[config.mk]
export PLATFORM = sky130hd
export DESIGN_NAME = prog_readback_tx
export DESIGN_NICKNAME = d
export VERILOG_FILES = /design/src/rtl/prog_readback_pkg.sv /design/src/rtl/prog_readback_tx_uart_tx_byte.sv /design/src/rtl/prog_readback_tx.sv
export SDC_FILE = /design/constraint.sdc
export NUM_CORES = 1
export LEC_CHECK = 0
export ABC_CLOCK_PERIOD_IN_PS = 4200
export CAP_MARGIN = 20
export CORE_MARGIN = 3
export CORE_UTILIZATION = 56
export DETAILED_ROUTE_END_ITERATION = 10
export GPL_TIMING_DRIVEN = 1
export PLACE_DENSITY = 0.8
export SYNTH_ARGS = -nofsm -noshare
export SYNTH_HDL_FRONTEND = slang
export SYNTH_SLANG_ARGS = --single-unit
[constraint.sdc]
create_clock -name clk_i -period 4.2 [get_ports clk_i]
set_clock_uncertainty 0.05 [all_clocks]
set_input_delay 0.84 -clock clk_i [delete_from_list [all_inputs] [get_ports clk_i]]
set_output_delay 0.84 -clock clk_i [all_outputs]
set_load 0.05 [all_outputs]
[src/rtl/prog_readback_pkg.sv]
// Shared types and constants for the instruction-memory readback UART dumper.
package prog_readback_pkg;

    localparam int BYTES_PER_WORD = 4;
    localparam int DATA_BITS      = 8;
    localparam int CPB_WIDTH      = 16;

    // Readback sequencer states.
    typedef enum logic [2:0] {
        IDLE,
        RD_REQ,
        RD_WAIT,
        SEND,
        DONE
    } state_e;

    // A bit period of zero cycles is meaningless; treat it as one cycle.
    function automatic logic [CPB_WIDTH-1:0] cpb_eff(input logic [CPB_WIDTH-1:0] cpb);
        return (cpb == '0) ? CPB_WIDTH'(1) : cpb;
    endfunction

endpackage

[src/rtl/prog_readback_tx_uart_tx_byte.sv]
// 8N1 byte serializer with valid/ready handshake and a runtime bit period.
// Ready is offered while idle and in the last cycle of a stop bit, so a new
// byte accepted then starts its start bit with no idle gap.
module uart_tx_byte
    import prog_readback_pkg::*;
(
    input  logic                 clk_i,
    input  logic                 rst_i,
    input  logic [CPB_WIDTH-1:0] i_cpb,
    input  logic                 i_valid,
    input  logic [DATA_BITS-1:0] i_data,
    output logic                 o_ready,
    output logic                 o_tx
);

    logic                 r_active;
    logic [DATA_BITS:0]   r_frame;   // remaining data bits plus stop bit, LSB next
    logic [3:0]           r_bit;     // 0 = start, 1..8 = data, 9 = stop
    logic [CPB_WIDTH-1:0] r_cnt;
    logic                 r_tx;

    logic [CPB_WIDTH-1:0] w_cpb;
    logic                 w_bit_end;
    logic                 w_stop_end;
    logic                 w_load;

    assign w_cpb      = cpb_eff(i_cpb);
    assign w_bit_end  = (r_cnt == (w_cpb - CPB_WIDTH'(1)));
    assign w_stop_end = r_active && (r_bit == 4'(DATA_BITS + 1)) && w_bit_end;
    assign o_ready    = !r_active || w_stop_end;
    assign w_load     = i_valid && o_ready;
    assign o_tx       = r_tx;

    // Bit-period counter and shift register; the line is a registered output.
    always_ff @(posedge clk_i) begin
        if (rst_i) begin
            r_active <= 1'b0;
            r_frame  <= '0;
            r_bit    <= '0;
            r_cnt    <= '0;
            r_tx     <= 1'b1;
        end else if (w_load) begin
            r_active <= 1'b1;
            r_frame  <= {1'b1, i_data};
            r_bit    <= '0;
            r_cnt    <= '0;
            r_tx     <= 1'b0;
        end else if (r_active) begin
            if (w_bit_end) begin
                r_cnt <= '0;
                if (r_bit == 4'(DATA_BITS + 1)) begin
                    r_active <= 1'b0;
                    r_tx     <= 1'b1;
                end else begin
                    r_tx    <= r_frame[0];
                    r_frame <= {1'b0, r_frame[DATA_BITS:1]};
                    r_bit   <= r_bit + 4'd1;
                end
            end else begin
                r_cnt <= r_cnt + CPB_WIDTH'(1);
            end
        end
    end

endmodule

[src/rtl/prog_readback_tx.sv]
// Dumps the first word_count words of the instruction SRAM over a UART,
// little-endian byte order, with a two-cycle idle gap between words.
module prog_readback_tx
    import prog_readback_pkg::*;
#(
    parameter int AddrWidth = 8
) (
    input  logic                 clk_i,
    input  logic                 rst_i,
    input  logic                 start_i,
    input  logic [AddrWidth:0]   word_count_i,
    input  logic [15:0]          clks_per_bit_i,
    output logic                 mem_csb_o,
    output logic [AddrWidth-1:0] mem_addr_o,
    input  logic [31:0]          mem_rdata_i,
    output logic                 tx_o,
    output logic                 busy_o,
    output logic                 done_o
);

    state_e                 r_state;
    logic [AddrWidth:0]     r_word_count;
    logic [AddrWidth:0]     r_addr;      // one extra bit so 256 words never wraps
    logic [CPB_WIDTH-1:0]   r_cpb;
    logic [31:0]            r_buf;
    logic [2:0]             r_byte_idx;  // bytes handed to the serializer so far
    logic                   r_mem_csb;
    logic [AddrWidth-1:0]   r_mem_addr;
    logic                   r_busy;
    logic                   r_done;

    logic [AddrWidth:0]     w_addr_inc;
    logic                   w_all_sent;
    logic                   w_tx_valid;
    logic                   w_tx_ready;
    logic [DATA_BITS-1:0]   w_tx_data;
    logic                   w_tx;
    logic [DATA_BITS-1:0]   w_buf_byte [BYTES_PER_WORD];

    for (genvar gi = 0; gi < BYTES_PER_WORD; gi++) begin : g_lane
        assign w_buf_byte[gi] = r_buf[gi*DATA_BITS +: DATA_BITS];
    end

    assign w_addr_inc = r_addr + (AddrWidth+1)'(1);
    assign w_all_sent = (r_byte_idx == 3'(BYTES_PER_WORD));
    // Byte 0 comes straight from the SRAM output so its start bit begins on
    // the same edge the word is captured.
    assign w_tx_valid = (r_state == RD_WAIT) || ((r_state == SEND) && !w_all_sent);
    assign w_tx_data  = (r_state == RD_WAIT) ? mem_rdata_i[DATA_BITS-1:0]
                                             : w_buf_byte[r_byte_idx[1:0]];

    uart_tx_byte u_uart (
        .clk_i   (clk_i),
        .rst_i   (rst_i),
        .i_cpb   (r_cpb),
        .i_valid (w_tx_valid),
        .i_data  (w_tx_data),
        .o_ready (w_tx_ready),
        .o_tx    (w_tx)
    );

    assign mem_csb_o  = r_mem_csb;
    assign mem_addr_o = r_mem_addr;
    assign tx_o       = w_tx;
    assign busy_o     = r_busy;
    assign done_o     = r_done;

    // Readback sequencer with registered SRAM strobe, busy and done.
    always_ff @(posedge clk_i) begin
        if (rst_i) begin
            r_state      <= IDLE;
            r_word_count <= '0;
            r_addr       <= '0;
            r_cpb        <= CPB_WIDTH'(1);
            r_buf        <= '0;
            r_byte_idx   <= '0;
            r_mem_csb    <= 1'b1;
            r_mem_addr   <= '0;
            r_busy       <= 1'b0;
            r_done       <= 1'b0;
        end else begin
            r_done <= 1'b0;
            case (r_state)
                IDLE: begin
                    if (start_i) begin
                        r_word_count <= word_count_i;
                        r_cpb        <= cpb_eff(clks_per_bit_i);
                        r_addr       <= '0;
                        r_mem_addr   <= '0;
                        if (word_count_i == '0) begin
                            r_state <= DONE;
                            r_done  <= 1'b1;
                            r_busy  <= 1'b0;
                        end else begin
                            r_state   <= RD_REQ;
                            r_mem_csb <= 1'b0;
                            r_busy    <= 1'b1;
                        end
                    end
                end
                RD_REQ: begin
                    r_mem_csb <= 1'b1;
                    r_state   <= RD_WAIT;
                end
                RD_WAIT: begin
                    r_buf      <= mem_rdata_i;
                    r_byte_idx <= 3'd1;
                    r_state    <= SEND;
                end
                SEND: begin
                    if (w_tx_ready) begin
                        if (w_all_sent) begin
                            r_addr <= w_addr_inc;
                            if (w_addr_inc < r_word_count) begin
                                r_mem_addr <= w_addr_inc[AddrWidth-1:0];
                                r_mem_csb  <= 1'b0;
                                r_state    <= RD_REQ;
                            end else begin
                                r_state <= DONE;
                                r_done  <= 1'b1;
                                r_busy  <= 1'b0;
                            end
                        end else begin
                            r_byte_idx <= r_byte_idx + 3'd1;
                        end
                    end
                end
                DONE: begin
                    r_state <= IDLE;
                end
                default: begin
                    r_state <= IDLE;
                end
            endcase
        end
    end

endmodule

---- After elaboration in Yosys (flattened, before gate mapping) ----
Cells that the tools add are included.
W data, S select, Z words.
storage, ports and cells
  flip-flop bits (word level) ............. 114
  bits of input ports ..................... 60
  output and inout bits ................... 12
  word-level logic and storage cells ...... 121
operators by class
  $add $sub $neg .......................... 5
  magnitude comparators ................... 2
  equality and inequality tests ........... 14
  multiplexer cells ....................... 55
  bitwise operators ....................... 2
  reductions and logical operators ........ 28
operators by type and width
  cell                     number
  $mux W9                  7
  $mux W8                  7
  $mux W16                 3
  $logic_not A16 Y1        2
  $mux W1                  23
  $mux W3                  7
  $pmux W9 S2              1
  $add A16 B1 Y16 const B  1
  $bmux W8 S2              1
  $eq A16 B16 Y1           1
  $pmux W8 S2              1
  $sub A16 B1 Y16 const B  1
  $pmux W3 S4              1
  $reduce_and A3 Y1        4
  $ne A2 B2 Y1 const B     5
  $reduce_and A5 Y1        2
  $add A9 B1 Y9 const B    1
  $logic_not A9 Y1         1
  $lt A9 B9 Y1             1
  $reduce_bool A2 Y1       4
  $eq A3 B2 Y1 const B     2
  $ne A2 B1 Y1 const B     3
  $pmux W3 S2              1
  $reduce_and A6 Y1        1
  18 further kinds         25

---- Logic depth before layout (Yosys ltp) ----
  word-level depth ........................ 9
  gate-level depth with buffers ........... 15
  gate-level depth less buffers ........... 14

---- Modules after synthesis ----
A second synthesis with hierarchy kept.
second synthesis, totals
  cell total of the unflattened synthesis .. 707
  area total of the unflattened synthesis .. 5848.1 um2
modules (own cells, without submodules)
  module            instances  cells an instance  area each (um2)  seq. area each (um2)
  prog_readback_tx  1          466                3808.7           1661.6
  uart_tx_byte      1          241                2039.5           620.6

---- Worst setup path before layout ----
No wires, ideal clock.
  path kind ............................... reg2reg
  start ................................... reg r_cpb[12]
  end ..................................... reg u_uart.r_bit[2]
  setup time .............................. 80 ps
  arrival ................................. 3543 ps
  data required time ...................... 4070 ps
  path slack .............................. 528 ps
  cell stages (with the launch flop) ...... 15
  path buffers ............................ 2
  period minus slack after synthesis ...... 3672 ps
  cells stage by stage .................... dfxtp_1 -> buf_6 -> or4_4 -> nor2_4 -> a21oi_1 -> ha_1 -> nor3b_2 -> xnor2_1 -> o2bb2ai_1 -> a221o_1 -> a2111o_1 -> buf_4 -> or2_4 -> or4b_1 -> a211oi_2
between the ends
  cells in the longest elaborated chain, start to end .. 8
  elaborated cells on any way between the ends .. 9
  those cells by class .................... add/sub: 1; eq/ne: 1; mux: 1; reduce/logical: 6
ends and longest elaborated chain
  element                     RTL line                             source
  start, declared             prog_readback_tx.sv:24               logic [CPB_WIDTH-1:0] r_cpb;
  start signal, assigned      prog_readback_tx.sv:87               r_cpb <= cpb_eff(clks_per_bit_i);
  $logic_not A16 Y1           prog_readback_pkg.sv:19              return (cpb == '0) ? CPB_WIDTH'(1) : cpb;
  $mux W16 *                  prog_readback_pkg.sv:19
  $sub A16 B1 Y16 *           prog_readback_tx_uart_tx_byte.sv:28  assign w_bit_end = (r_cnt == (w_cpb - CPB_WIDTH'(1)));
  $eq A16 B16 Y1 *            prog_readback_tx_uart_tx_byte.sv:28
  $logic_and A1 B1 Y1         prog_readback_tx_uart_tx_byte.sv:29  assign w_stop_end = r_active && (r_bit == 4'(DATA_BITS + 1)) && w_bit_end;
  $logic_or A1 B1 Y1          prog_readback_tx_uart_tx_byte.sv:30  assign o_ready = !r_active || w_stop_end;
  $logic_and A1 B1 Y1         prog_readback_tx_uart_tx_byte.sv:31  assign w_load = i_valid && o_ready;
  $reduce_or A2 Y1 (no line)  --
  end signal, assigned        prog_readback_tx_uart_tx_byte.sv:57  r_bit <= r_bit + 4'd1;
  end, declared               prog_readback_tx_uart_tx_byte.sv:18  logic [3:0] r_bit;
Every way passes the cells marked *; elsewhere a longest branch is shown, timed or not.
A chain may end at the register's enable or synchronous reset.

---- Final worst setup path ----
  start ................................... reg r_cpb[12]
  end ..................................... reg r_state[0]
between the ends
  cells in the longest elaborated chain, start to end .. 8
ends and longest elaborated chain
  element                        RTL line                             source
  $logic_not A16 Y1              prog_readback_pkg.sv:19
  $mux W16 *                     prog_readback_pkg.sv:19
  $sub A16 B1 Y16 *              prog_readback_tx_uart_tx_byte.sv:28
  $eq A16 B16 Y1 *               prog_readback_tx_uart_tx_byte.sv:28
  $logic_and A1 B1 Y1 *          prog_readback_tx_uart_tx_byte.sv:29
  $logic_or A1 B1 Y1 *           prog_readback_tx_uart_tx_byte.sv:30
  $ne A2 B1 Y1 (no line) *       --
  $reduce_and A3 Y1 (no line) *  --
  end signal, assigned           prog_readback_tx.sv:71               r_state <= IDLE;
  end signal, assigned           prog_readback_tx.sv:91               r_state <= DONE;
  end signal, assigned           prog_readback_tx.sv:95               r_state <= RD_REQ;
  end, declared                  prog_readback_tx.sv:21               state_e r_state;
Marks and branches as above.

==> results summary <==
The flow ran to the end, and the final reports show no timing, DRC or antenna violations. Among all stages on the critical path, the largest delay is contributed by or4_4. The cell area after placement is 6650 µm².

Data on the critical path arrives at its endpoint at 4.29 ns. The area of all placed cells without fillers came out at 7280 µm². Hold is met by 0.404 ns.

The peak supply drop is 0.248 mV. The stage delay of the slowest cell on the critical path came out at 0.58 ns. The distinct cell type count after synthesis came out at 71. The number of global-route vias before repair is 5211. The slack of the critical path is 0.228 ns. Summed over all nets, the switching power comes to 0.920 mW. By area, the combinational part of the netlist is dominated by simple AND/OR/NAND/NOR gates. The count of H-tree levels built during CTS is 4.

The post-route netlist has 8.89% of its cells at a drive strength greater than 1. Per report_power, the combinational group accounts for 18.7% of the total. The adder and majority cell fraction of the synthesized area is 3.20%. The share of the synthesized netlist area taken by xor and xnor gates is 5.82%.

Among cell families on the critical path, the largest total delay comes from compound AO/OA/AOI/OAI gates. The initial antenna violation count is 0. Setup repair after global routing left no endpoint under its margin. The leakage power summed over all cells came out at 2.72 nW. The number of hold buffers added after CTS was 0. The die height came out at 108 µm.

The total of flip-flops plus latches after synthesis is 114. Sequential cells were found to cover 38.9% of the synthesized design area. The floorplan has 36 rows. The worst-case clock buffer depth is 2. The proportion of power drawn by the clock network is 44.0%. The number of setup violations in the final report is 0. Synthesis handed over a netlist of 714 instances. For this configuration, the core starts out at a cell density of 58.7%. The core outline area came out at 10000 µm². The post-route core utilization came out at 72.8%. The maximum net fanout on the critical path is 9.

The multiplexer area fraction after synthesis is 3.75%. The post-route fraction of the period consumed by the critical path is 94.6%. The required time of the critical path came out at 4.51 ns.

The die area came out at 11700 µm². The signal on the critical path passes through or4_4 -> nor2_4 -> a21oi_1 -> ha_1 -> nor3b_4 -> xnor2_1 -> o2bb2ai_1 -> a221o_1 -> a2111o_1 -> or4_1 -> a21oi_2 -> a311oi_1. The global-route wire length before repair came out at 24800 µm. The sum of buffers and inverters on the critical path is 0.

dfxtp_1 takes more of the synthesized area than any other cell. The number of warning messages in the yosys log came out at 0. The remaining max-slew budget at the tightest pin came out at 38.3%. The half-perimeter wire length after placement came out at 10400 µm. Net switching is 27.9% of the power. The tightest min-delay check is of the reg2reg type. The share of flip-flops with an asynchronous set or reset after synthesis came out at 0%. For the pin with the worst max-slew slack, the measured transition is 0.925 ns. The number of top-level design ports is 72. In the final routed layout, each cell accounts on average for 16.4 µm.

After Yosys synthesis, and, or, nand and nor cells account for 24.2% of the synthesized area. The number of hold-slack violations in the final timing report came out at 0. The flip-flop cell with the highest count after synthesis is dfxtp_1. The count of placed standard cells including taps is 887. Static timing analysis puts the maximum clock frequency at 0.252 GHz. The detailed-router iteration count before antenna repair is 5. The die is 108 µm wide. The share of power burned in registers came out at 37.3%.

The overall via count from detail_route is 5474. The ratio of total power to cell area came out at 453 nW/µm². The largest net degree at the start of global routing is 69.

The global-route usage over all layers is 26.5%. The number of max-slew violations in the final report came to 0. In this run, synthesis inferred 0 flip-flops with an integrated enable.

The worst setup path is captured at a register. The worst path needs 3.97 ns of the cycle, external delays included. The routability congestion estimate from global placement came out at 0.933. When the netlist entered floorplanning its net count stood at 789. The average size of a mapped cell is 8.22 µm². From synthesis to final layout, the design area changed by 24.1%. The worst setup path is of the reg2reg kind. Clock-pin slew was measured on the worst setup and hold paths at 0.06 ns.

Across all register-to-register paths, the minimum setup slack is 0.23 ns. The overflow left after global routing came out at 0. The total inserted antenna cells is 0. The total number of nets in the final design is 850. Summing internal, switching and leakage power gives 3.29 mW. The aggregate routed wire length is 15100 µm.

The number of input and output port buffers inserted is 71. TritonCTS built the clock tree. Prior to clock tree synthesis, the placed netlist has a worst setup slack of 0.152 ns.

Summing the areas of all compound-gate instances in the mapped netlist gives 19.3% of the synthesized area. The mapped cell area came out at 5870 µm². The ratio of routed vias to standard cells is 5.95. The clock buffer count from CTS is 17. At the later pin of the worst-skew pair, clock insertion delay measures 0.52 ns. The launching element type of the critical path is a register. The internal power of the cells totals 2.37 mW. The final total negative setup slack came out at 0 ns. The tree is rooted in a clkbuf_8. The number of nets with antenna violations after routing is 0. Of the post-synthesis cell area, the dominant cell type holds 38.9%. In the routed design, unresolved DRC markers number 0.

The detailed router finished its first iteration with 447 violations. The post-route non-filler standard cell count came out at 920. The number of max-capacitance violations reported came out at 0. The total clock sinks came out at 114. After synthesis, the cell types taking the most area are dfxtp_1 (39%), nand2_1 (9.7%), a21oi_1 (5.9%), xnor2_1 (3.3%), ha_1 (3.2%).
[cell usage in the layout, fill, tap and decap left out, drive strengths merged, types with 5 or more instances in the layout]
master and count:
nor4 10, and2 5, o21ai 19, nor3 34, a211oi 6, buf 18
mux4 8, ha 15, clkdlybuf4s50 70, dfxtp 114, o21a 5, a21oi 70
a22o 6, nand2 152, a21boi 9, nand3 22, a32o 8, clkbuf 22
and3 8, a21o 9, clkinv 5, inv 22, nand4 6, xor2 17
nor2 28, xnor2 22
[power groups by stage]
stage	clock, mW	sequential [mW]	combinational (mW)
3_5_place_dp	0	1.25	0.593
6_report	1.45	1.23	0.618
5_1_grt	1.52	1.24	0.675
4_1_cts	1.46	1.23	0.600
2_1_floorplan	0	1.23	0.418
3_3_place_gp	0	1.24	0.575
[state kept, by name (all words and copies together), names as in the netlist]
name and cells:
r_byte_idx 3, u_uart.r_cnt 16, busy_o 1, done_o 1
u_uart.r_frame 9, r_cpb 16, r_buf 32, mem_addr_o 8
r_state 3, mem_csb_o 1, u_uart.o_tx 1, r_addr 9
r_word_count 9, u_uart.r_bit 4, u_uart.r_active 1
[kinds of logic after synthesis]
logic type,count (synthesis)
adder cells (fa/ha/maj),15
XOR/XNOR,39
multiplexers,12
flip-flops,114
buffers and inverters,69
AO/OA/AOI/OAI,167
AND/OR/NAND/NOR,298
[cells in the mapped netlist, types with 3 or more instances]
master	count
a211oi_1	5
a21boi_0	9
a21o_1	9
a21oi_1	69
a22o_1	6
a311oi_1	4
a32o_1	8
and2_1	4
and3_1	8
buf_2	4
clkbuf_1	37
dfxtp_1	114
ha_1	15
inv_1	22
mux2i_1	4
mux4_2	8
nand2_1	152
nand2b_1	4
nand3_1	22
nand3b_1	3
nand4_1	6
nor2_1	27
nor3_1	34
nor3b_1	3
nor4_1	7
nor4_2	3
nor4b_1	4
o2111ai_1	3
o211ai_1	3
o21a_1	5
o21ai_0	19
o2bb2ai_1	3
or3_1	4
or4_1	3
xnor2_1	22
xor2_1	17
[final cells by class]
| cell class | count | area [µm²] |
|---|---|---|
| Clock buffer | 22 | 473 |
| Clock inverter | 9 | 129 |
| Fill cell | 802 | 2720 |
| Inverter | 23 | 86.3 |
| Multi-Input combinational cell | 531 | 3310 |
| Sequential cell | 114 | 2280 |
| Tap cell | 133 | 166 |
| Timing Repair Buffer | 88 | 833 |
[final timing paths]
kind,startpoint,to,depth (start not counted)
worst min register to register,r_buf[15]$_SDFFE_PP0P_,r_buf[15]$_SDFFE_PP0P_,2
worst max-delay path,r_cpb[12]$_SDFFE_PP0P_,r_state[0]$_SDFFE_PP0P_,12
worst min-delay path,r_buf[15]$_SDFFE_PP0P_,r_buf[15]$_SDFFE_PP0P_,2
worst max register to register,r_cpb[12]$_SDFFE_PP0P_,r_state[0]$_SDFFE_PP0P_,12
[worst register-to-register path, delay by kind of cell (launching register included)]
family	cells	cell delay (ns)
adder cells (fa/ha/maj)	1	0.24
flip-flops	1	0.38
AND/OR/NAND/NOR	4	1.47
XOR/XNOR	1	0.14
AO/OA/AOI/OAI	6	1.53
[metal layers]
| layer | global-route usage, % | wire length (µm) |
|---|---|---|
| met1 | 32.7 | 6580 |
| met2 | 45.0 | 7360 |
| met3 | 7.10 | 894 |
| met4 | 8.48 | 272 |
| met5 | 0 | 0 |
[what timing repair did]
action                     4_1_cts  5_1_grt
buffers inserted                 0        2
resized for setup                0        2
setup endpoints to repair        0       28
(Power assumes the default switching activity.)
